## config.mk

```make
export PLATFORM = sky130hd
export DESIGN_NAME = channel_cfg_sequencer
export DESIGN_NICKNAME = d
export VERILOG_FILES = /design/src/rtl/channel_ctl_pkg.sv /design/src/rtl/rr_arbiter.sv /design/src/rtl/channel_cfg_sequencer.sv
export SDC_FILE = /design/constraint.sdc
export NUM_CORES = 1
export LEC_CHECK = 0
export CORE_MARGIN = 8
export CORE_UTILIZATION = 50
export DETAILED_ROUTE_END_ITERATION = 6
export PLACE_DENSITY = 0.67
export SETUP_SLACK_MARGIN = 0.4
export SLEW_MARGIN = 10
export SYNTH_ARGS = -nofsm -noshare
export SYNTH_HDL_FRONTEND = slang
export SYNTH_SLANG_ARGS = --single-unit
export TNS_END_PERCENT = 50
```

## constraint.sdc

```tcl
create_clock -name clk -period 5.2 [get_ports clk]
set_input_delay 0.52 -clock clk [delete_from_list [all_inputs] [get_ports clk]]
set_output_delay 0.52 -clock clk [all_outputs]
set_load 0.02 [all_outputs]
```

## src/rtl/channel_ctl_pkg.sv

```systemverilog
// Shared types and width helpers for the channel coefficient sequencer.
// The *_W constants describe the default configuration.
package channel_ctl_pkg;

    typedef enum logic [2:0] {
        ST_IDLE,
        ST_LOAD,
        ST_COMMIT,
        ST_SETTLE,
        ST_DONE
    } state_t;

    localparam int DEF_NREQ   = 2;
    localparam int DEF_NPROF  = 4;
    localparam int DEF_NCOEF  = 8;
    localparam int DEF_CW     = 16;
    localparam int DEF_SETTLE = 32;

    // A field must be at least one bit wide, even for a single-entry range.
    function automatic int width_of(input int n);
        return (n > 1) ? $clog2(n) : 1;
    endfunction

    function automatic int clamp_prof(input int p, input int nprof);
        return (p >= nprof) ? nprof - 1 : p;
    endfunction

    localparam int PROF_W = width_of(DEF_NPROF);
    localparam int IDX_W  = width_of(DEF_NCOEF);
    localparam int ADDR_W = width_of(DEF_NPROF * DEF_NCOEF);

endpackage

```

## src/rtl/rr_arbiter.sv

```systemverilog
// Combinational round-robin pick: first requester at or after ptr wins.
module rr_arbiter
    import channel_ctl_pkg::*;
#(
    parameter int NREQ = DEF_NREQ,
    localparam int PTR_W = width_of(NREQ)
) (
    input  logic [NREQ-1:0]  req,
    input  logic [PTR_W-1:0] ptr,
    output logic [NREQ-1:0]  gnt,
    output logic [PTR_W-1:0] idx
);

    logic [PTR_W-1:0] cand;
    logic             found;

    always_comb begin
        gnt   = '0;
        idx   = '0;
        cand  = '0;
        found = 1'b0;
        for (int k = 0; k < NREQ; k++) begin
            cand = PTR_W'((32'(ptr) + k) % NREQ);
            if (!found && req[cand]) begin
                gnt[cand] = 1'b1;
                idx       = cand;
                found     = 1'b1;
            end
        end
    end

endmodule

```

## src/rtl/channel_cfg_sequencer.sv

```systemverilog
// Arbitrates requesters onto the channel coefficient port and streams one
// profile per grant, followed by commit, settle wait and a done pulse.
module channel_cfg_sequencer
    import channel_ctl_pkg::*;
#(
    parameter int NREQ   = DEF_NREQ,
    parameter int NPROF  = DEF_NPROF,
    parameter int NCOEF  = DEF_NCOEF,
    parameter int CW     = DEF_CW,
    parameter int SETTLE = DEF_SETTLE,
    localparam int PROF_BITS = width_of(NPROF),
    localparam int IDX_BITS  = width_of(NCOEF),
    localparam int ADDR_BITS = width_of(NPROF * NCOEF)
) (
    input  logic                      clk,
    input  logic                      rst,
    input  logic [NREQ-1:0]           req,
    input  logic [NREQ*PROF_BITS-1:0] req_prof,
    output logic [NREQ-1:0]           gnt,
    output logic [NREQ-1:0]           done,
    input  logic                      tbl_we,
    input  logic [ADDR_BITS-1:0]      tbl_addr,
    input  logic [CW-1:0]             tbl_wdata,
    output logic                      tbl_err,
    output logic                      cf_valid,
    input  logic                      cf_ready,
    output logic [IDX_BITS-1:0]       cf_idx,
    output logic [CW-1:0]             cf_data,
    output logic                      cf_commit,
    output logic                      busy
);

    localparam int PTR_W = width_of(NREQ);
    localparam int CNT_W = width_of(SETTLE);

    state_t               state_q, state_d;
    logic [NREQ-1:0]      gnt_q, gnt_d;
    logic [NREQ-1:0]      done_q, done_d;
    logic [PTR_W-1:0]     ptr_q, ptr_d;
    logic [PROF_BITS-1:0] prof_q, prof_d;
    logic [IDX_BITS-1:0]  idx_q, idx_d;
    logic [CW-1:0]        data_q, data_d;
    logic                 valid_q, valid_d;
    logic                 commit_q, commit_d;
    logic                 err_q, err_d;
    logic [CNT_W-1:0]     cnt_q, cnt_d;

    logic [CW-1:0]        tbl_mem [NPROF*NCOEF];

    logic [NREQ-1:0]      win_onehot;
    logic [PTR_W-1:0]     win_idx;
    logic [PROF_BITS-1:0] win_prof;
    logic [PROF_BITS-1:0] addr_prof;
    logic                 protect;

    function automatic logic [ADDR_BITS-1:0] tbl_index(input logic [PROF_BITS-1:0] p,
                                                      input logic [IDX_BITS-1:0] i);
        return ADDR_BITS'(32'(p) * NCOEF + 32'(i));
    endfunction

    rr_arbiter #(.NREQ(NREQ)) u_arb (
        .req (req),
        .ptr (ptr_q),
        .gnt (win_onehot),
        .idx (win_idx)
    );

    assign win_prof  = PROF_BITS'(clamp_prof(int'(req_prof[win_idx*PROF_BITS +: PROF_BITS]), NPROF));
    assign addr_prof = PROF_BITS'(32'(tbl_addr) / NCOEF);

    // The profile being streamed stays frozen until the transaction has settled.
    assign protect = (state_q inside {ST_LOAD, ST_COMMIT, ST_SETTLE}) && (addr_prof == prof_q);
    assign err_d   = tbl_we && protect;

    // Table storage has no reset; contents are undefined until written.
    always_ff @(posedge clk) begin
        if (tbl_we && !protect) begin
            tbl_mem[tbl_addr] <= tbl_wdata;
        end
    end

    always_ff @(posedge clk) begin
        if (rst) begin
            state_q  <= ST_IDLE;
            gnt_q    <= '0;
            done_q   <= '0;
            ptr_q    <= '0;
            prof_q   <= '0;
            idx_q    <= '0;
            data_q   <= '0;
            valid_q  <= 1'b0;
            commit_q <= 1'b0;
            err_q    <= 1'b0;
            cnt_q    <= '0;
        end else begin
            state_q  <= state_d;
            gnt_q    <= gnt_d;
            done_q   <= done_d;
            ptr_q    <= ptr_d;
            prof_q   <= prof_d;
            idx_q    <= idx_d;
            data_q   <= data_d;
            valid_q  <= valid_d;
            commit_q <= commit_d;
            err_q    <= err_d;
            cnt_q    <= cnt_d;
        end
    end

    always_comb begin
        state_d  = state_q;
        gnt_d    = gnt_q;
        done_d   = '0;
        ptr_d    = ptr_q;
        prof_d   = prof_q;
        idx_d    = idx_q;
        data_d   = data_q;
        valid_d  = valid_q;
        commit_d = 1'b0;
        cnt_d    = cnt_q;

        case (state_q)
            ST_IDLE: begin
                if (|req) begin
                    state_d = ST_LOAD;
                    gnt_d   = win_onehot;
                    prof_d  = win_prof;
                    ptr_d   = (win_idx == PTR_W'(NREQ - 1)) ? '0 : win_idx + PTR_W'(1);
                    idx_d   = '0;
                    valid_d = 1'b1;
                    data_d  = tbl_mem[tbl_index(win_prof, '0)];
                end
            end
            // Next coefficient is fetched on the accepting edge so transfers run back-to-back.
            ST_LOAD: begin
                if (valid_q && cf_ready) begin
                    if (idx_q == IDX_BITS'(NCOEF - 1)) begin
                        state_d  = ST_COMMIT;
                        valid_d  = 1'b0;
                        commit_d = 1'b1;
                    end else begin
                        idx_d  = idx_q + IDX_BITS'(1);
                        data_d = tbl_mem[tbl_index(prof_q, idx_q + IDX_BITS'(1))];
                    end
                end
            end
            ST_COMMIT: begin
                state_d = ST_SETTLE;
                cnt_d   = CNT_W'(SETTLE - 1);
            end
            ST_SETTLE: begin
                if (cnt_q == '0) begin
                    state_d = ST_DONE;
                    done_d  = gnt_q;
                end else begin
                    cnt_d = cnt_q - CNT_W'(1);
                end
            end
            ST_DONE: begin
                state_d = ST_IDLE;
                gnt_d   = '0;
            end
            default: begin
                state_d = ST_IDLE;
            end
        endcase
    end

    assign gnt       = gnt_q;
    assign done      = done_q;
    assign tbl_err   = err_q;
    assign cf_valid  = valid_q;
    assign cf_idx    = idx_q;
    assign cf_data   = data_q;
    assign cf_commit = commit_q;
    assign busy      = (state_q != ST_IDLE);

endmodule

```

### After elaboration in Yosys (flattened, before gate mapping)

Memory sizes are Yosys's and may differ from the RTL's.
Cells that the tools add are included.

| cells by class | value |
|---|---|
| add/subtract/negate cells | 5 |
| magnitude comparators | 4 |
| equal/unequal tests | 12 |
| shift-type cells | 1 |
| muxes and demuxes | 38 |
| bitwise logic cells | 5 |
| reduce and logical (&&, ||, !) cells | 25 |

Operators with widths:

| cell | count |
|---|---|
| 16-bit two-way mux | 3 |
| 16-bit one-hot mux with 2 select lines | 1 |
| 3-bit two-way mux | 7 |
| 1-bit two-way mux | 16 |
| 3-bit one-hot mux with 4 select lines | 1 |
| 4-bit AND reduction | 3 |
| 5-bit one-hot mux with 2 select lines | 1 |
| 1-bit logical AND | 7 |
| 3-bit by 2-bit equality test with 1-bit output (second input constant) | 2 |
| 3-bit equality test (second input constant) | 2 |
| 2-bit two-way mux | 3 |
| 2-bit by 1-bit != test with 1-bit output (second input constant) | 3 |
| 2-bit != test (second input constant) | 3 |
| 3-bit one-hot mux with 2 select lines | 1 |
| 2-bit AND reduction | 3 |
| 2-bit nonzero test | 3 |
| 3-bit nonzero test | 2 |
| 3-bit OR reduction | 2 |
| 5-bit by 3-bit adder with 5-bit output | 1 |
| 5-bit zero test | 1 |
| 5-bit two-way mux | 1 |
| 5-bit by 1-bit subtractor with 5-bit output (second input constant) | 1 |
| 1-bit by 2-bit less-than comparator with 1-bit output (second input constant) | 2 |
| 1-bit NOT | 4 |
| other kinds (13) | 17 |

| storage, ports and cells | value |
|---|---|
| bits in registers | 37 |
| RAM bits | 512 |
| bits of input ports | 31 |
| output and inout bits | 27 |
| memories | 1 |

Memories:

| name | depth | bits a word | read ports | clocked after memory_dff | wr ports | line | text |
|---|---|---|---|---|---|---|---|
| tbl_mem | 32 | 16 | 2 | 0 | 1 | channel_cfg_sequencer.sv:48 | `logic [CW-1:0] tbl_mem [NPROF*NCOEF];` |

### Depth between registers and ports, before layout

An unclocked memory read counts as a cell.

| depth | value |
|---|---|
| depth in word-level cells | 10 |
| gate-level depth with buffers | 10 |
| depth with buffers taken out | 7 |

### Cells and area by module

A second synthesis with hierarchy kept.

| second synthesis, totals | value |
|---|---|
| cell total of the unflattened synthesis | 1,116 |
| area, all modules | 21,583.2 sq um |

By module, submodules not included:

| module | instances | cells an instance | area each (sq um) |
|---|---|---|---|
| channel_cfg_sequencer | 1 | 1,112 | 21,553.2 |
| rr_arbiter | 1 | 4 | 30.0 |

### Worst setup path after synthesis

Ideal clock, no wire load.

| timing | value |
|---|---|
| path kind | in2reg |
| start | in tbl_addr[4] |
| end | mem tbl_mem[28][0] (netlist bit) (enable) |
| arrival | 2.405 ns |
| required time | 4.812 ns |
| slack | 2.407 ns |
| stages on the path | 8 |
| path buffers | 3 |
| cell sequence | clkbuf_1 -> xor2_1 -> or4_1 -> clkbuf_1 -> nand2_1 -> or3_1 -> clkbuf_1 -> nor2_1 |

| on the way | value |
|---|---|
| word-level cells in the longest chain between the ends | 6 |

Ends and longest elaborated chain:

| what | line | text |
|---|---|---|
| from (decl) | channel_cfg_sequencer.sv:22 | `input logic [ADDR_BITS-1:0] tbl_addr,` |
| 2-bit equality test | channel_cfg_sequencer.sv:72 | `assign protect = (state_q inside {ST_LOAD, ST_COMMIT, ST_SETTLE}) && (addr_prof == prof_q);` |
| 1-bit logical AND | channel_cfg_sequencer.sv:72 |  |
| 1-bit zero test | channel_cfg_sequencer.sv:77 | `if (tbl_we && !protect) begin` |
| 1-bit logical AND | channel_cfg_sequencer.sv:77 |  |
| 1-bit two-way mux | channel_cfg_sequencer.sv:77 |  |
| 1-bit two-way mux (implied by the code) | channel_cfg_sequencer.sv:78 | `tbl_mem[tbl_addr] <= tbl_wdata;` |
| to (decl) | channel_cfg_sequencer.sv:48 |  |

Several ways; a longest one is shown, not always the timed one.

==> impl_results.md <==
- Status: finished clean
- Share of flip-flops with an asynchronous set or reset: 0%
- Die area: about 51,000 um^2
- Final cell count without fillers: 2,072
- TNS Setup: 0 ns
- WP data required: approximately 5.8 ns
- 1st-iter DRT viols: between 1,500 and 2,000
- Post-cts gate resize count: 0
- Sequential share of the synthesized area: about 73%
- Crit start category: input port
- Critical Path AT: around 4.1 ns
- Num CTS Buffers: 53
- Routed WL: between 60,000 and 70,000 um
- Final Util: roughly three fifths
- Final hold viol count: 0
- Slew @ Worst Pin: 1.404 ns
- CP Capture Type: flip-flop
- Syn Inst Count: roughly 1,300
- Fill count: around 3,400
- Largest net degree at the start of global routing: 54
- Overall die height: 226.1 um
- Setup CP Type: input port to flip-flop
- Design Power: between 9 and 10 mW
- Post-synthesis cell type count: 48
- Worst-Skew Late Latency: slightly above 0.6 ns
- Vias per cell: around 6.3
- First-pass GRT wire length: roughly 89,000 um
- CTS root buf: clkbuf_16
- Post-synth top area share: ~70%
- RSZ-0062 raised after global routing: false
- Dominant cells by area after synthesis: edfxtp_1 (70%), mux2i_1 (8.9%), mux4_2 (3.9%), dfxtp_1 (3.4%), a22oi_1 (3.1%)
- I/O pin cnt: between 50 and 60
- Clk slew on worst S/H paths: ~0.060 ns
- Post-Syn Area: between 20,000 and 25,000 um^2
- Max cap viols: 0
- Dpl cells: approximately 2,000
- Rows: 77
- CTS Sinks: between 500 and 600
- Final setup vio count: 0
- Most used flip-flop cell after synthesis: edfxtp_1
- Slew headroom: around 5.9%
- Number of port buffers: 57
- Clock Path Buffers: 3
- Peak supply drop: about 0.26 mV
- Worst-path fanout max: 22
- Antenna-violating nets left: 0
- HP Class: flip-flop to flip-flop
- RePlAce Congestion: 1.004
- Vias post-DR: around 13,000
- Final hold slack: 0.4747 ns
- DR pass1 iterations: 6
- Die Span X: between 200 and 250 um
- Fmax: 0.2800 GHz
- Final setup margin: between 1.5 and 2 ns
- Pre-CTS setup slack: 1.226 ns
- Total grt overflow: 0
- Register area: 16,120 um^2
- Final instance area: 25,510 um^2
- TritonCTS clock tree: yes
- N_diodes: 0
- Cell taking the most area after synthesis: edfxtp_1
- Final worst-path cycle share: 68.69%
- WL per Instance: about 30 um
- Post-cts hold buffer count: 0
- Clock skew: 0.03034 ns
- Area Overhead vs Synth: 15.60%
- P_leak: between 7 and 8 nW
- Power per cell area: approximately 380 nW/um^2
- Synthesized flop and latch total: 549
- Syn Nets: about 1,400
- Number of synthesized flops with an enable pin: ~510
- Post-CTS setup buffer count: 0
- Syn avg cell area: roughly 17 um^2
- Core area: between 40,000 and 50,000 um^2
- Yosys warns: 0
- Remaining DRCs: 0
- Crit path time final: approximately 3.6 ns
- Vias in the first global route: roughly 13,000
- HPWL Detailed: 40,620 um
- Final nets: ~1,500
- Dpl cell area: around 24,000 um^2
- Max Transition Viols Final: 0
- Share of layout cells above drive strength 1: between 10 and 15%
- Clock H-tree levels: 2
- Multi-input gate area: 5607 um^2
- Total GRT Usage: roughly a quarter
- Initial Util: about 50%
- Initial antenna violation count: 0
cell usage in the layout, fill, tap and decap left out, types with 7 or more instances in the layout:
master | Yosys | final
edfxtp_1 | 512 | 512
mux2i_1 | 196 | 196
a22oi_1 | 91 | 91
buf_4 | 0 | 71
nor2_1 | 69 | 66
clkdlybuf4s50_1 | 0 | 57
a21oi_1 | 54 | 54
clkbuf_16 | 0 | 54
nand3_1 | 51 | 51
o21ai_0 | 45 | 45
mux4_2 | 38 | 38
dfxtp_1 | 37 | 36
nand2_1 | 28 | 28
nor4_1 | 18 | 18
a32o_1 | 15 | 15
a31oi_1 | 15 | 15
clkinv_1 | 0 | 15
bufinv_16 | 0 | 11
o21ai_1 | 9 | 8
clkinv_2 | 0 | 7
registers in the layout, indices dropped and copies added (netlist names), 2 cells and up:
signal and flops:
state_q 3, tbl_mem 512, cf_idx 3, cnt_q 5, cf_data 16, gnt 2
prof_q 2, done 2
Yosys cell counts, types with 3 or more instances:
cell,n
mux2i_1,196
ha_1,3
nor3_1,7
nor2_1,69
nor4_1,18
and3_1,3
mux4_2,38
clkbuf_1,41
inv_1,4
dfxtp_1,37
a211oi_1,4
edfxtp_1,512
a32oi_1,3
a22oi_1,91
a31oi_1,15
nand3_1,51
nand2b_1,5
nor2b_1,6
nand3b_1,4
o21ai_0,45
buf_2,38
a32o_1,15
nand2_1,28
or3_1,3
a21oi_1,54
and2_1,3
o21ai_1,9
buf_1,4
xor2_1,4
kinds of logic after synthesis:
| group | synth area share (%) |
|---|---|
| buffers and inverters | 1.792 |
| DFF | 73.04 |
| muxes | 12.87 |
| AOI/OAI and AO/OA | 7.293 |
| adders and majority gates | 0.1701 |
| and+or+nand+nor | 4.673 |
| xor gates and xnor gates | 0.1588 |
path summary, 6_finish.rpt:
kind	from	end	slack, ns	cells past startpoint
min reg2reg	cnt_q[4]	state_q[2]	0.47	1
min	cnt_q[4]	state_q[2]	0.47	1
max	rst	cf_data[0]	1.63	5
max reg2reg	cf_idx[0]	cf_data[10]	1.80	7
power by group:
group	total, mW	internal, mW	switching [mW]
Combinational	0.604	0.206	0.398
Clock	4.13	2.45	1.68
Sequential	4.93	4.88	0.0532
worst max-delay path, stage by stage:
cell             delay, ns
clkdlybuf4s50_1       0.86
nor3_2                1.29
o21ai_0               0.50
nor4_1                0.73
a32o_1                0.21
layer usage:
metal  up-vias  global-route usage [%]  routed length (um)
li1       5567                       -                   -
met1      6649                   34.02               25040
met2       760                   37.11               28400
met3       152                   4.441                5745
met4         0                   9.769                2714
met5         -                       0                   0
area by class of cell:
class	instances	share of cell area, %
timing repair buffer	130	4.484
clock buffer	58	5.357
clock inverter	42	2.016
tap	592	2.904
inverter	4	0.05887
sequential	549	63.20
multi-input combinational	697	21.98
Note: power is estimated with default switching activity, not from simulation.
